### src/rtl/alu_cmd_sequencer.sv
// -----------------------------------------------------------------------------
// alu_cmd_sequencer
//
// Command front-end for the 8-bit combinational compare/logic ALU. Commands
// (opcode + two operands) enter through a valid/ready handshake and are queued
// in a small FIFO. A four-state sequencer pops one command at a time, presents
// it to the ALU from registered outputs, waits one cycle for the ALU to settle,
// captures the result and offers it on a valid/ready response channel.
//
// Optional feature macro: ALU_SEQ_FLAGS_EN
//   defined   -> rsp_flags port exists, {neg, zero} of rsp_data registered
//                alongside the result (both 0 on an error response)
//   undefined -> no rsp_flags port, no flag logic
//
// Parameters
//   DEPTH       command FIFO entries (power of two, at least 2)
//
// Ports
//   clk         clock, rising edge
//   rst_n       asynchronous active-low reset
//   cmd_valid   command offered
//   cmd_ready   FIFO not full (derived from registered level)
//   cmd_ctrl    opcode (legal 2..11)
//   cmd_a/b     operands, signed two's complement
//   alu_ctrl    registered opcode to the ALU
//   alu_a/b     registered operands to the ALU
//   alu_s       combinational ALU result
//   rsp_valid   response available
//   rsp_ready   response consumed (only looked at while holding a response)
//   rsp_data    captured result (0 for an illegal opcode)
//   rsp_ctrl    opcode of the response
//   rsp_err     opcode was illegal
//   rsp_flags   {neg, zero} of rsp_data (ALU_SEQ_FLAGS_EN only)
//   fifo_level  entries currently held in the FIFO
// -----------------------------------------------------------------------------
module alu_cmd_sequencer #(
    parameter int DEPTH = 4
) (
    input  logic                       clk,
    input  logic                       rst_n,
    input  logic                       cmd_valid,
    output logic                       cmd_ready,
    input  logic [3:0]                 cmd_ctrl,
    input  logic [7:0]                 cmd_a,
    input  logic [7:0]                 cmd_b,
    output logic [3:0]                 alu_ctrl,
    output logic [7:0]                 alu_a,
    output logic [7:0]                 alu_b,
    input  logic [7:0]                 alu_s,
    output logic                       rsp_valid,
    input  logic                       rsp_ready,
    output logic [7:0]                 rsp_data,
    output logic [3:0]                 rsp_ctrl,
    output logic                       rsp_err,
`ifdef ALU_SEQ_FLAGS_EN
    output logic [1:0]                 rsp_flags,
`endif
    output logic [$clog2(DEPTH):0]     fifo_level
);

    localparam int PTR_W   = $clog2(DEPTH);
    localparam int LVL_W   = PTR_W + 1;
    localparam int ENTRY_W = 4 + 8 + 8;
    localparam logic [LVL_W-1:0] DEPTH_LVL = LVL_W'(DEPTH);

    typedef enum logic [1:0] {
        ST_IDLE,
        ST_ISSUE,
        ST_CAPTURE,
        ST_HOLD
    } state_t;

    // -------------------------------------------------------------------------
    // Command FIFO
    // -------------------------------------------------------------------------
    // Storage carries no reset: emptiness is tracked by the pointers and level,
    // so stale contents after reset are never observed.
    logic [ENTRY_W-1:0] fifo_mem [DEPTH];
    logic [PTR_W-1:0]   wr_ptr_reg;
    logic [PTR_W-1:0]   rd_ptr_reg;
    logic [LVL_W-1:0]   level_reg;
    logic               push;
    logic               pop;

    logic [ENTRY_W-1:0] head_entry;
    logic [3:0]         head_ctrl;
    logic [7:0]         head_a;
    logic [7:0]         head_b;
    logic               head_illegal;

    assign cmd_ready  = (level_reg != DEPTH_LVL);
    assign push       = cmd_valid && cmd_ready;
    assign fifo_level = level_reg;

    always_ff @(posedge clk) begin
        if (push) begin
            fifo_mem[wr_ptr_reg] <= {cmd_ctrl, cmd_a, cmd_b};
        end
    end

    // Pop decisions use the registered level, so an entry written this cycle
    // only becomes visible to the sequencer on the next one.
    always_ff @(posedge clk or negedge rst_n) begin
        if (!rst_n) begin
            wr_ptr_reg <= '0;
            rd_ptr_reg <= '0;
            level_reg  <= '0;
        end else begin
            if (push) begin
                wr_ptr_reg <= wr_ptr_reg + 1'b1;
            end
            if (pop) begin
                rd_ptr_reg <= rd_ptr_reg + 1'b1;
            end
            case ({push, pop})
                2'b10:   level_reg <= level_reg + 1'b1;
                2'b01:   level_reg <= level_reg - 1'b1;
                default: level_reg <= level_reg;
            endcase
        end
    end

    assign head_entry   = fifo_mem[rd_ptr_reg];
    assign head_ctrl    = head_entry[19:16];
    assign head_a       = head_entry[15:8];
    assign head_b       = head_entry[7:0];
    assign head_illegal = (head_ctrl < 4'd2) || (head_ctrl > 4'd11);

    // -------------------------------------------------------------------------
    // Sequencer FSM
    // -------------------------------------------------------------------------
    state_t state_reg;
    state_t state_next;
    logic   capture_en;
    logic   release_en;

    always_ff @(posedge clk or negedge rst_n) begin
        if (!rst_n) begin
            state_reg <= ST_IDLE;
        end else begin
            state_reg <= state_next;
        end
    end

    always_comb begin
        state_next = state_reg;
        pop        = 1'b0;
        capture_en = 1'b0;
        release_en = 1'b0;
        case (state_reg)
            ST_IDLE: begin
                if (level_reg != '0) begin
                    pop        = 1'b1;
                    state_next = ST_ISSUE;
                end
            end
            // One full cycle with the operands stable lets the ALU settle.
            ST_ISSUE: begin
                state_next = ST_CAPTURE;
            end
            ST_CAPTURE: begin
                capture_en = 1'b1;
                state_next = ST_HOLD;
            end
            ST_HOLD: begin
                if (rsp_ready) begin
                    release_en = 1'b1;
                    state_next = ST_IDLE;
                end
            end
            default: begin
                state_next = ST_IDLE;
            end
        endcase
    end

    // -------------------------------------------------------------------------
    // ALU drive and response registers
    // -------------------------------------------------------------------------
    logic [3:0] alu_ctrl_reg;
    logic [7:0] alu_a_reg;
    logic [7:0] alu_b_reg;
    logic       err_pend_reg;
    logic       rsp_valid_reg;
    logic [7:0] rsp_data_reg;
    logic [3:0] rsp_ctrl_reg;
    logic       rsp_err_reg;

    // alu_* only change on a pop, so they keep the last issued command between
    // transactions and stay frozen while a response is being held.
    always_ff @(posedge clk or negedge rst_n) begin
        if (!rst_n) begin
            alu_ctrl_reg  <= '0;
            alu_a_reg     <= '0;
            alu_b_reg     <= '0;
            err_pend_reg  <= 1'b0;
            rsp_valid_reg <= 1'b0;
            rsp_data_reg  <= '0;
            rsp_ctrl_reg  <= '0;
            rsp_err_reg   <= 1'b0;
        end else begin
            if (pop) begin
                alu_ctrl_reg <= head_ctrl;
                alu_a_reg    <= head_a;
                alu_b_reg    <= head_b;
                rsp_ctrl_reg <= head_ctrl;
                err_pend_reg <= head_illegal;
            end
            if (capture_en) begin
                // Illegal opcodes still reach the ALU, but the response is
                // forced to zero regardless of what the ALU returns.
                rsp_data_reg  <= err_pend_reg ? 8'h00 : alu_s;
                rsp_err_reg   <= err_pend_reg;
                rsp_valid_reg <= 1'b1;
            end
            if (release_en) begin
                rsp_valid_reg <= 1'b0;
            end
        end
    end

    assign alu_ctrl  = alu_ctrl_reg;
    assign alu_a     = alu_a_reg;
    assign alu_b     = alu_b_reg;
    assign rsp_valid = rsp_valid_reg;
    assign rsp_data  = rsp_data_reg;
    assign rsp_ctrl  = rsp_ctrl_reg;
    assign rsp_err   = rsp_err_reg;

`ifdef ALU_SEQ_FLAGS_EN
    // Flags are derived from the same value that lands in rsp_data, so they
    // track it exactly; an error response clears both.
    logic [1:0] rsp_flags_reg;

    always_ff @(posedge clk or negedge rst_n) begin
        if (!rst_n) begin
            rsp_flags_reg <= 2'b00;
        end else if (capture_en) begin
            if (err_pend_reg) begin
                rsp_flags_reg <= 2'b00;
            end else begin
                rsp_flags_reg <= {alu_s[7], (alu_s == 8'h00)};
            end
        end
    end

    assign rsp_flags = rsp_flags_reg;
`endif

endmodule

### config.mk
export PLATFORM = sky130hd
export DESIGN_NAME = alu_cmd_sequencer
export DESIGN_NICKNAME = d
export VERILOG_FILES = /design/src/rtl/alu_cmd_sequencer.sv
export SDC_FILE = /design/constraint.sdc
export NUM_CORES = 1
export LEC_CHECK = 0
export BUFFER_PORTS_ARGS = -buffer_cell sky130_fd_sc_hd__buf_2
export CORE_MARGIN = 5
export CORE_UTILIZATION = 40
export CTS_CLUSTER_DIAMETER = 100
export DETAILED_ROUTE_END_ITERATION = 8
export SYNTH_ARGS = -nofsm -noshare
export SYNTH_HDL_FRONTEND = slang
export SYNTH_SLANG_ARGS = --single-unit
### constraint.sdc
create_clock -name clk -period 5.5 [get_ports clk]
set_input_delay 0.55 -clock clk [delete_from_list [all_inputs] [get_ports clk]]
set_output_delay 0.55 -clock clk [all_outputs]
set_load 0.03 [all_outputs]
**Yosys cells after proc, flatten, opt, wreduce, memory -nomap -nowiden**

Memories as Yosys holds them, arrays and structs flattened.
Cells that the tools add are included.

- Memories: 1
- Bits in registers: 40
- RAM bits: 80
- Logic and storage cells: 47
- Output and inout bits: 38
- Input port bits: 32

- $lt $le $gt $ge: 2
- Mux-type cells: 14
- Reductions and logical operators: 7
- Equal/unequal tests: 8
- Add/subtract/negate cells: 4

Memories:

| memory | words | width | rd ports | clocked after memory_dff | write ports | line | RTL |
|---|---|---|---|---|---|---|---|
| fifo_mem | 4 | 20 | 1 | 0 | 1 | 78 | `logic [ENTRY_W-1:0] fifo_mem [DEPTH];` |

Operators with widths:

| kind | count |
|---|---|
| $mux W1 | 9 |
| $mux W8 | 1 |
| $pmux W2 S4 | 1 |
| $eq A2 B2 Y1 const B | 3 |
| $pmux W3 S2 | 1 |
| $add A2 B1 Y2 const B | 2 |
| $eq A2 B1 Y1 const B | 2 |
| $gt A4 B4 Y1 const B | 1 |
| $lt A4 B2 Y1 const B | 1 |
| $mux W2 | 2 |
| $ne A2 B2 Y1 const B | 2 |
| $reduce_bool A2 Y1 | 2 |
| $add A3 B1 Y3 const B | 1 |
| $ne A3 B3 Y1 const B | 1 |
| $reduce_bool A3 Y1 | 1 |
| $sub A3 B1 Y3 const B | 1 |
| $logic_not A2 Y1 | 1 |
| $reduce_and A2 Y1 | 1 |
| $logic_and A1 B1 Y1 | 1 |
| $logic_or A1 B1 Y1 | 1 |

**Longest topological paths before layout**

Gate-level depths: netlist of run 1.

- Depth after elaboration: 5
- Depth in mapped cells: 11
- Gate-level depth less buffers: 10

**Worst setup path before layout of run 1**

No wires, ideal clock.

- Kind: reg2reg
- From: register level_reg[2], in the netlist fifo_level[2]
- To: register level_reg[2], in the netlist fifo_level[2]
- Stages on the path, launching flop included: 10
- Clock period less this slack: 2.481 ns
- Path buffers: 0
- Arrival time: 2.401 ns
- Required time: 5.419 ns
- Setup slack: 3.019 ns
- Setup time: 0.081 ns
- Cell sequence: dfrtp_1 -> or3b_1 -> and2_1 -> inv_1 -> ha_1 -> inv_1 -> fa_1 -> xor2_1 -> nor2_1 -> xor2_1

- Elaborated cells between the ends (all ways): 11
- Classes of those cells: add/sub (2); eq/ne (3); mux (3); reduce/logical (3)

RTL lines:

| element | line | RTL |
|---|---|---|
| start: declaration | 81 | `logic [LVL_W-1:0] level_reg;` |
| start signal: assignment | 116 | `2'b10: level_reg <= level_reg + 1'b1;` |
| start signal: assignment | 117 | `2'b01: level_reg <= level_reg - 1'b1;` |
| start signal: assignment | 118 | `default: level_reg <= level_reg;` |
| $ne A3 B3 Y1 * | 91 | `assign cmd_ready = (level_reg != DEPTH_LVL);` |
| via cmd_ready | 42 | `output logic cmd_ready,` |
| $logic_and A1 B1 Y1 * | 92 | `assign push = cmd_valid && cmd_ready;` |
| $eq A2 B1 Y1 / $eq A2 B2 Y1 (equally long branches) | 115 | `case ({push, pop})` |
| $pmux W3 S2 / $reduce_bool A2 Y1 (equally long branches) | -- |  |

Mark *: on every way through the listed nets, which the timed path passes. The rest lies on a longest branch.
A chain may end at the register's enable or synchronous reset.

**Worst setup path in the final report of run 1**

- From: register level_reg[1], in the netlist fifo_level[1]
- To: register level_reg[2], in the netlist fifo_level[2]

- Word-level cells in the longest chain between the ends: 5
- Elaborated cells between the ends (all ways): 11
- Classes of those cells: add/sub (2); eq/ne (3); mux (3); reduce/logical (3)

RTL lines:

| element | line | RTL |
|---|---|---|
| $reduce_bool A3 Y1 | 152 | `if (level_reg != '0) begin` |
| $mux W1 | 152 |  |
| $mux W1 | 150 | `case (state_reg)` |
| $eq A2 B1 Y1 / $eq A2 B2 Y1 (equally long branches) | 115 |  |
| $pmux W3 S2 / $reduce_bool A2 Y1 (equally long branches) | -- |  |

Parallel ways exist; a longest one is shown, timed or not.

==> metrics.txt, run 1 <==
Gates resized, CTS repair=0; Netlist cell types=27; CTS root buffer=clkbuf_16; # port buffers=69; critical path type=reg2reg; Most flops, register=fifo_mem; GRT overflow=0; HP Class=in2async; Worst EP arrival=3370 ps; core box area=0.0114 sq mm; die area=0.0139 sq mm; initial antenna violation count=0; Setup Skew=10.7 ps; First-pass DRT Iterations=4; Area Overhead vs Synth=23.8%; Bufs on Longest Clock Path=2; routed wire length=8470 um; mean number of vias per cell=4.82; GPL Wtd Cong=0.718; fmax=0.323 GHz; via count=2,521; number of inserted diodes=0; max cap viols=0; die extent in x=118 um; Final Hold Viols=0; post-synth top area share=51.4%; Multi-input gate area=0.00113 sq mm; Ports=70; RSZ-0062 raised after global routing=no; post-synth top area cell=edfxtp_1; # fillers=982; CTS tree=yes; top-count cell post-synth=edfxtp_1; CP peak stage delay=860 ps; share of cells above drive strength 1=33.7%; Worst R2R Path Depth=8; WP buf/inv=2; row cnt=39; Antenna Violating Nets Remaining=0; status=finished clean; Ys Warns=0; routed len/inst=16.2 um; ys async rst share=33.3%; Final min period=3100 ps; Post-synth EDFFs=80; hold bufs inserted after CTS=0; Register Area=0.00340 sq mm; sequential share of power=38.4%; Synth Register Bits=120; crit share post-route=56.3%; Syn Area/Cell=16.2 sq um; Synth top cells by count=80 x edfxtp_1, 62 x nand2_1, 40 x dfrtp_1; Reg clk slew, reported paths=50 ps; net switching fraction of the power=34.1%; max-slew violations=0; DR iter-0 viols=138; WP data required=5770 ps; P_int=2.43 mW; final setup fails=0; total negative slack=0 ps; Clock Latency Late Sink=400 ps; Main synth FF type=edfxtp_1; leakage=2.40 nW; Clk network pwr share=31.1%; first-pass GRT wire length=14,000 um; Slew @ Worst Pin=1010 ps; nets=409; clk sink count=120; Netlist Area Pre-Place=0.00467 sq mm; htree depth=4; DR DRC count=0; Synth Net Count=330; die height=118 um; Combinational Power Share=30.5%; Post-DP Area=0.00516 sq mm; fin area=0.00579 sq mm; top cells by area, synth=edfxtp_1 51%, dfrtp_1 21%, mux4_2 9.2%; Starting Density=40.9%; worst relative slew slack=32.5%; Levels on crit path=8; startpoint types=flip-flop; sw power=1.26 mW; number of flip-flops in the largest register=80; Crit-path slowest cell=o31ai_4; postcts setup bufs=0; pwr dens=638 mW/mm^2; CP cell instances=o31ai_4, inv_1, ha_1, inv_1, fa_1, xor2_1, nor2_1, xor2_1; Inserted Clock Buffers=17; Max VDD drop=296 uV; Mapped Cells=288; DP HPWL=5340 um; GRT Total Usage=12.9%; largest net degree at the start of global routing=41; vias in the first global route=2,594; Crit path max-delay family=compound AO/OA/AOI/OAI gates; crit end category=flip-flop; Critical Path Fanout Max=23; sequential share of the synthesized area=72.8%
-- kinds of logic after synthesis --
| logic type | share of synthesized area (%) |
|---|---|
| DFF | 72.8 |
| AOI/OAI and AO/OA | 1.66 |
| xor gates and xnor gates | 1.12 |
| buffers and inverters | 3.10 |
| muxes | 10.7 |
| adders and majority gates | 2.84 |
| and+or+nand+nor | 7.82 |
-- worst register-to-register path: stages (launching register included) --
cell	delay [ps]
dfrtp_1	450
o31ai_4	860
inv_1	660
ha_1	410
inv_1	70
fa_1	170
xor2_1	150
nor2_1	60
xor2_1	140
-- final cells by class --
class,instances,area share (%)
Timing Repair Buffer,74,6.61
Multi-Input combinational cell,137,19.6
Sequential cell,120,58.8
Clock buffer,18,7.41
Inverter,17,1.10
Tap cell,143,3.09
Clock inverter,14,3.37
-- metal layers --
layer / vias to the layer above / global-route usage [%] / share of wire [%]
li1: 1192 / - / -
met1: 1235 / 17.3 / 45
met2: 86 / 19.7 / 49
met3: 8 / 3.84 / 5.9
met4: 0 / 5.59 / 0.80
met5: - / 0 / 0
-- through the flow --
| stage | total power, mW | hold slack (ps) | worst slack (ps) | util [%] | instances |
|---|---|---|---|---|---|
| floorplan | 2.25 | 254 | 3020 | - | 288 |
| global placement | 2.56 | 459 | 2450 | 45.2 | 491 |
| detailed placement | 2.59 | 474 | 2330 | 45.2 | 491 |
| CTS | 3.75 | 309 | 2330 | 50.7 | 523 |
| global route | 3.92 | 327 | 2050 | 50.7 | 523 |
| finish | 3.69 | 289 | 2400 | 50.7 | 523 |
-- layout by cell type (no fill, tap or decap) --
cell type   instances
edfxtp_1           80
buf_2              69
nand2_1            62
dfrtp_1            40
mux4_2             19
inv_1              17
clkbuf_16          17
o21ai_0             9
ha_1                9
nand3b_1            8
buf_4               5
and3_1              4
xnor2_1             4
nor2_1              4
a21oi_1             4
bufinv_16           4
mux2_2              3
clkinv_2            3
inv_6               3
clkinv_4            3
xor2_1              2
o31ai_4             1
or3b_1              1
and2_1              1
nor3_1              1
nor2b_1             1
mux4_1              1
or3_1               1
mux2i_1             1
fa_1                1
clkbuf_1            1
clkinvlp_4          1
-- power by group through the flow --
stage | logic, mW | registers [mW] | clock network (mW)
2_1_floorplan | 0.679 | 1.57 | 0
3_5_place_dp | 1.15 | 1.44 | 0
5_1_grt | 1.25 | 1.45 | 1.22
4_1_cts | 1.16 | 1.43 | 1.17
6_report | 1.13 | 1.42 | 1.15
3_3_place_gp | 1.13 | 1.43 | 0
-- final timing paths --
path                                       to     startpoint  slack, ps
worst max-delay path            fifo_level[2]  fifo_level[1]       2400
worst min-delay path                 alu_b[1]          rst_n        290
worst max register to register  fifo_level[2]  fifo_level[1]       2400
worst min register to register       alu_b[1]       alu_b[1]        470
max in group asynchronous            alu_b[7]          rst_n       4630
min in group clk                    rsp_valid      rsp_ready        340
No activity file was read; power rests on OpenSTA's default activity.
==> inputs of run 2 (changes only) <==
==> constraint.sdc (replaced) <==
create_clock -name clk -period 2.8 [get_ports clk]
set_input_delay 0.28 -clock clk [delete_from_list [all_inputs] [get_ports clk]]
set_output_delay 0.28 -clock clk [all_outputs]
set_load 0.03 [all_outputs]
==> metrics.txt, run 2 (synthesis results as in run 1) <==
DP HPWL=5400 um (was 5340 um); Reg clk slew, reported paths=50 ps (about the same); nets=409 (unchanged); worst relative slew slack=22.8% (was 32.5%); CTS root buffer=clkbuf_16 (unchanged); total negative slack=0 ps (unchanged); Bufs on Longest Clock Path=2 (unchanged); via count=2,536 (was 2,521); Worst EP arrival=2710 ps (was 3370 ps); critical path type=reg2reg (unchanged); DR WL met2=4350 um (was 4130 um); commonest non-fill, non-tap cell in the layout=edfxtp_1 (unchanged); htree depth=4 (unchanged); routed len/inst=17.3 um (was 16.2 um); CP cell instances=or3b_1, and2_1, inv_1, ha_1, inv_1, fa_1, xor2_1, nor2_1, xor2_1 (was o31ai_4, inv_1, ha_1, inv_1, fa_1, xor2_1, nor2_1, xor2_1); fmax=0.418 GHz (was 0.323 GHz); crit share post-route=85.5% (was 56.3%); initial antenna violation count=0 (unchanged); post-layout util=50.7% (about the same); final setup fails=0 (unchanged); max-slew violations=0 (unchanged); GRT overflow=0 (unchanged); postcts setup bufs=0 (unchanged); Gates resized, CTS repair=0 (unchanged); WL met1=4030 um (was 3780 um); First-pass DRT Iterations=4 (unchanged); crit end category=flip-flop (unchanged); number of flip-flops in the largest register=80 (unchanged); first-pass GRT wire length=14,500 um (was 14,000 um); CTS tree=yes (unchanged); HP Class=in2async (unchanged); die height=118 um (unchanged); share of cells above drive strength 1=33.2% (was 33.7%); GRT Total Usage=13.5% (was 12.9%); commonest non-fill, non-tap cells in the layout=80 x edfxtp_1, 69 x buf_2, 62 x nand2_1 (unchanged); # port buffers=69 (unchanged); number of inserted diodes=0 (unchanged); Crit-path slowest cell=dfrtp_1 (was o31ai_4); reg2reg setup slack=410 ps (was 2400 ps); die area=0.0139 sq mm (unchanged); core box area=0.0114 sq mm (unchanged); Clock Latency Late Sink=400 ps (about the same); Area Overhead vs Synth=23.8% (about the same); status=finished clean (unchanged); DR DRC count=0 (unchanged); routed wire length=9040 um (was 8470 um); Worst R2R Path Depth=9 (was 8); Slew @ Worst Pin=1160 ps (was 1010 ps); mean number of vias per cell=4.85 (was 4.82); highest metal used=met4 (unchanged); clk sink count=120 (unchanged); WP data required=3120 ps (was 5770 ps); row cnt=39 (unchanged); Critical Path Fanout Max=6 (was 23); leakage=2.38 nW (was 2.40 nW); largest net degree at the start of global routing=41 (unchanged); total power=7.30 mW (was 3.69 mW); Max VDD drop=719 uV (was 296 uV); Final Hold Viols=0 (unchanged); CP peak stage delay=530 ps (was 860 ps); startpoint types=flip-flop (unchanged); DR iter-0 viols=167 (was 138); die extent in x=118 um (unchanged); Final min period=2390 ps (was 3100 ps); Antenna Violating Nets Remaining=0 (unchanged); vias in the first global route=2,702 (was 2,594); Ports=70 (unchanged); max cap viols=0 (unchanged); Starting Density=40.9% (unchanged); reg2reg end=fifo_level[2] (unchanged); Inserted Clock Buffers=17 (unchanged); hold bufs inserted after CTS=0 (unchanged); RSZ-0062 raised after global routing=no (unchanged); pwr dens=1260 mW/mm^2 (was 638 mW/mm^2); Critical R2R Launch=fifo_level[2] (was fifo_level[1]); Setup Skew=6.96 ps (was 10.7 ps); routed length on met3=615 um (was 497 um); Most flops, register=fifo_mem (unchanged); GPL Wtd Cong=0.719 (was 0.718)
run 2: cell types whose count changed in the layout (fill, tap and decap cells not counted):
cell	delta
buf_4	-1
clkbuf_8	+1
clkinv_1	+2
clkinv_2	-2
clkinv_4	-3
clkinvlp_4	+5
inv_6	-3
o31ai_2	+1
run 2: power by group:
group,internal (mW),switching [mW],total (mW)
Combinational,0.847,1.46,2.31
Clock,1.50,0.745,2.25
Sequential,2.44,0.297,2.74
Total,4.79,2.50,7.30
run 2: worst max path at each step:
stage,from,to,slack (ps)
2_1_floorplan,fifo_level[2],fifo_level[2],320
3_3_place_gp,fifo_level[1],fifo_level[2],330
3_5_place_dp,fifo_level[1],fifo_level[2],260
4_1_cts,fifo_level[1],fifo_level[1],250
5_1_grt,fifo_level[2],fifo_level[2],220
6_report,fifo_level[2],fifo_level[2],410
run 2: routing by layer:
layer / track usage [%] / vias up
met3: 5.91 / 4
met1: 17.6 / 1258
met2: 20.6 / 76
met5: 0 / -
li1: - / 1198
met4: 4.09 / 0
run 2: layout make-up:
cell class              instances  area, sq um
clock buffers                  19          443
clock inverters                13          178
fillers                       953         5630
inverters                      17         63.8
multi-input cells             138         1150
flip-flops and latches        120         3400
well taps                     143          179
repair buffers                 73          375
run 2: per-stage QoR:
stage | area (sq um) | setup WS, ps | hold WS [ps] | cells
after global placement | 5160 | 332 | 460 | 490
after CTS | 5780 | 252 | 40.0 | 522
final | 5790 | 407 | 38.6 | 523
after floorplan | 4670 | 319 | -15.6 | 288
after detailed placement | 5160 | 263 | 461 | 490
after global routing | 5790 | 215 | 57.5 | 523
run 2: critical path, delay by kind of cell (launching register included):
kind	cells	cell delay, ps
DFF	1	530
xor gates and xnor gates	2	310
adders and majority gates	2	540
and+or+nand+nor	3	800
buffers and inverters	2	130
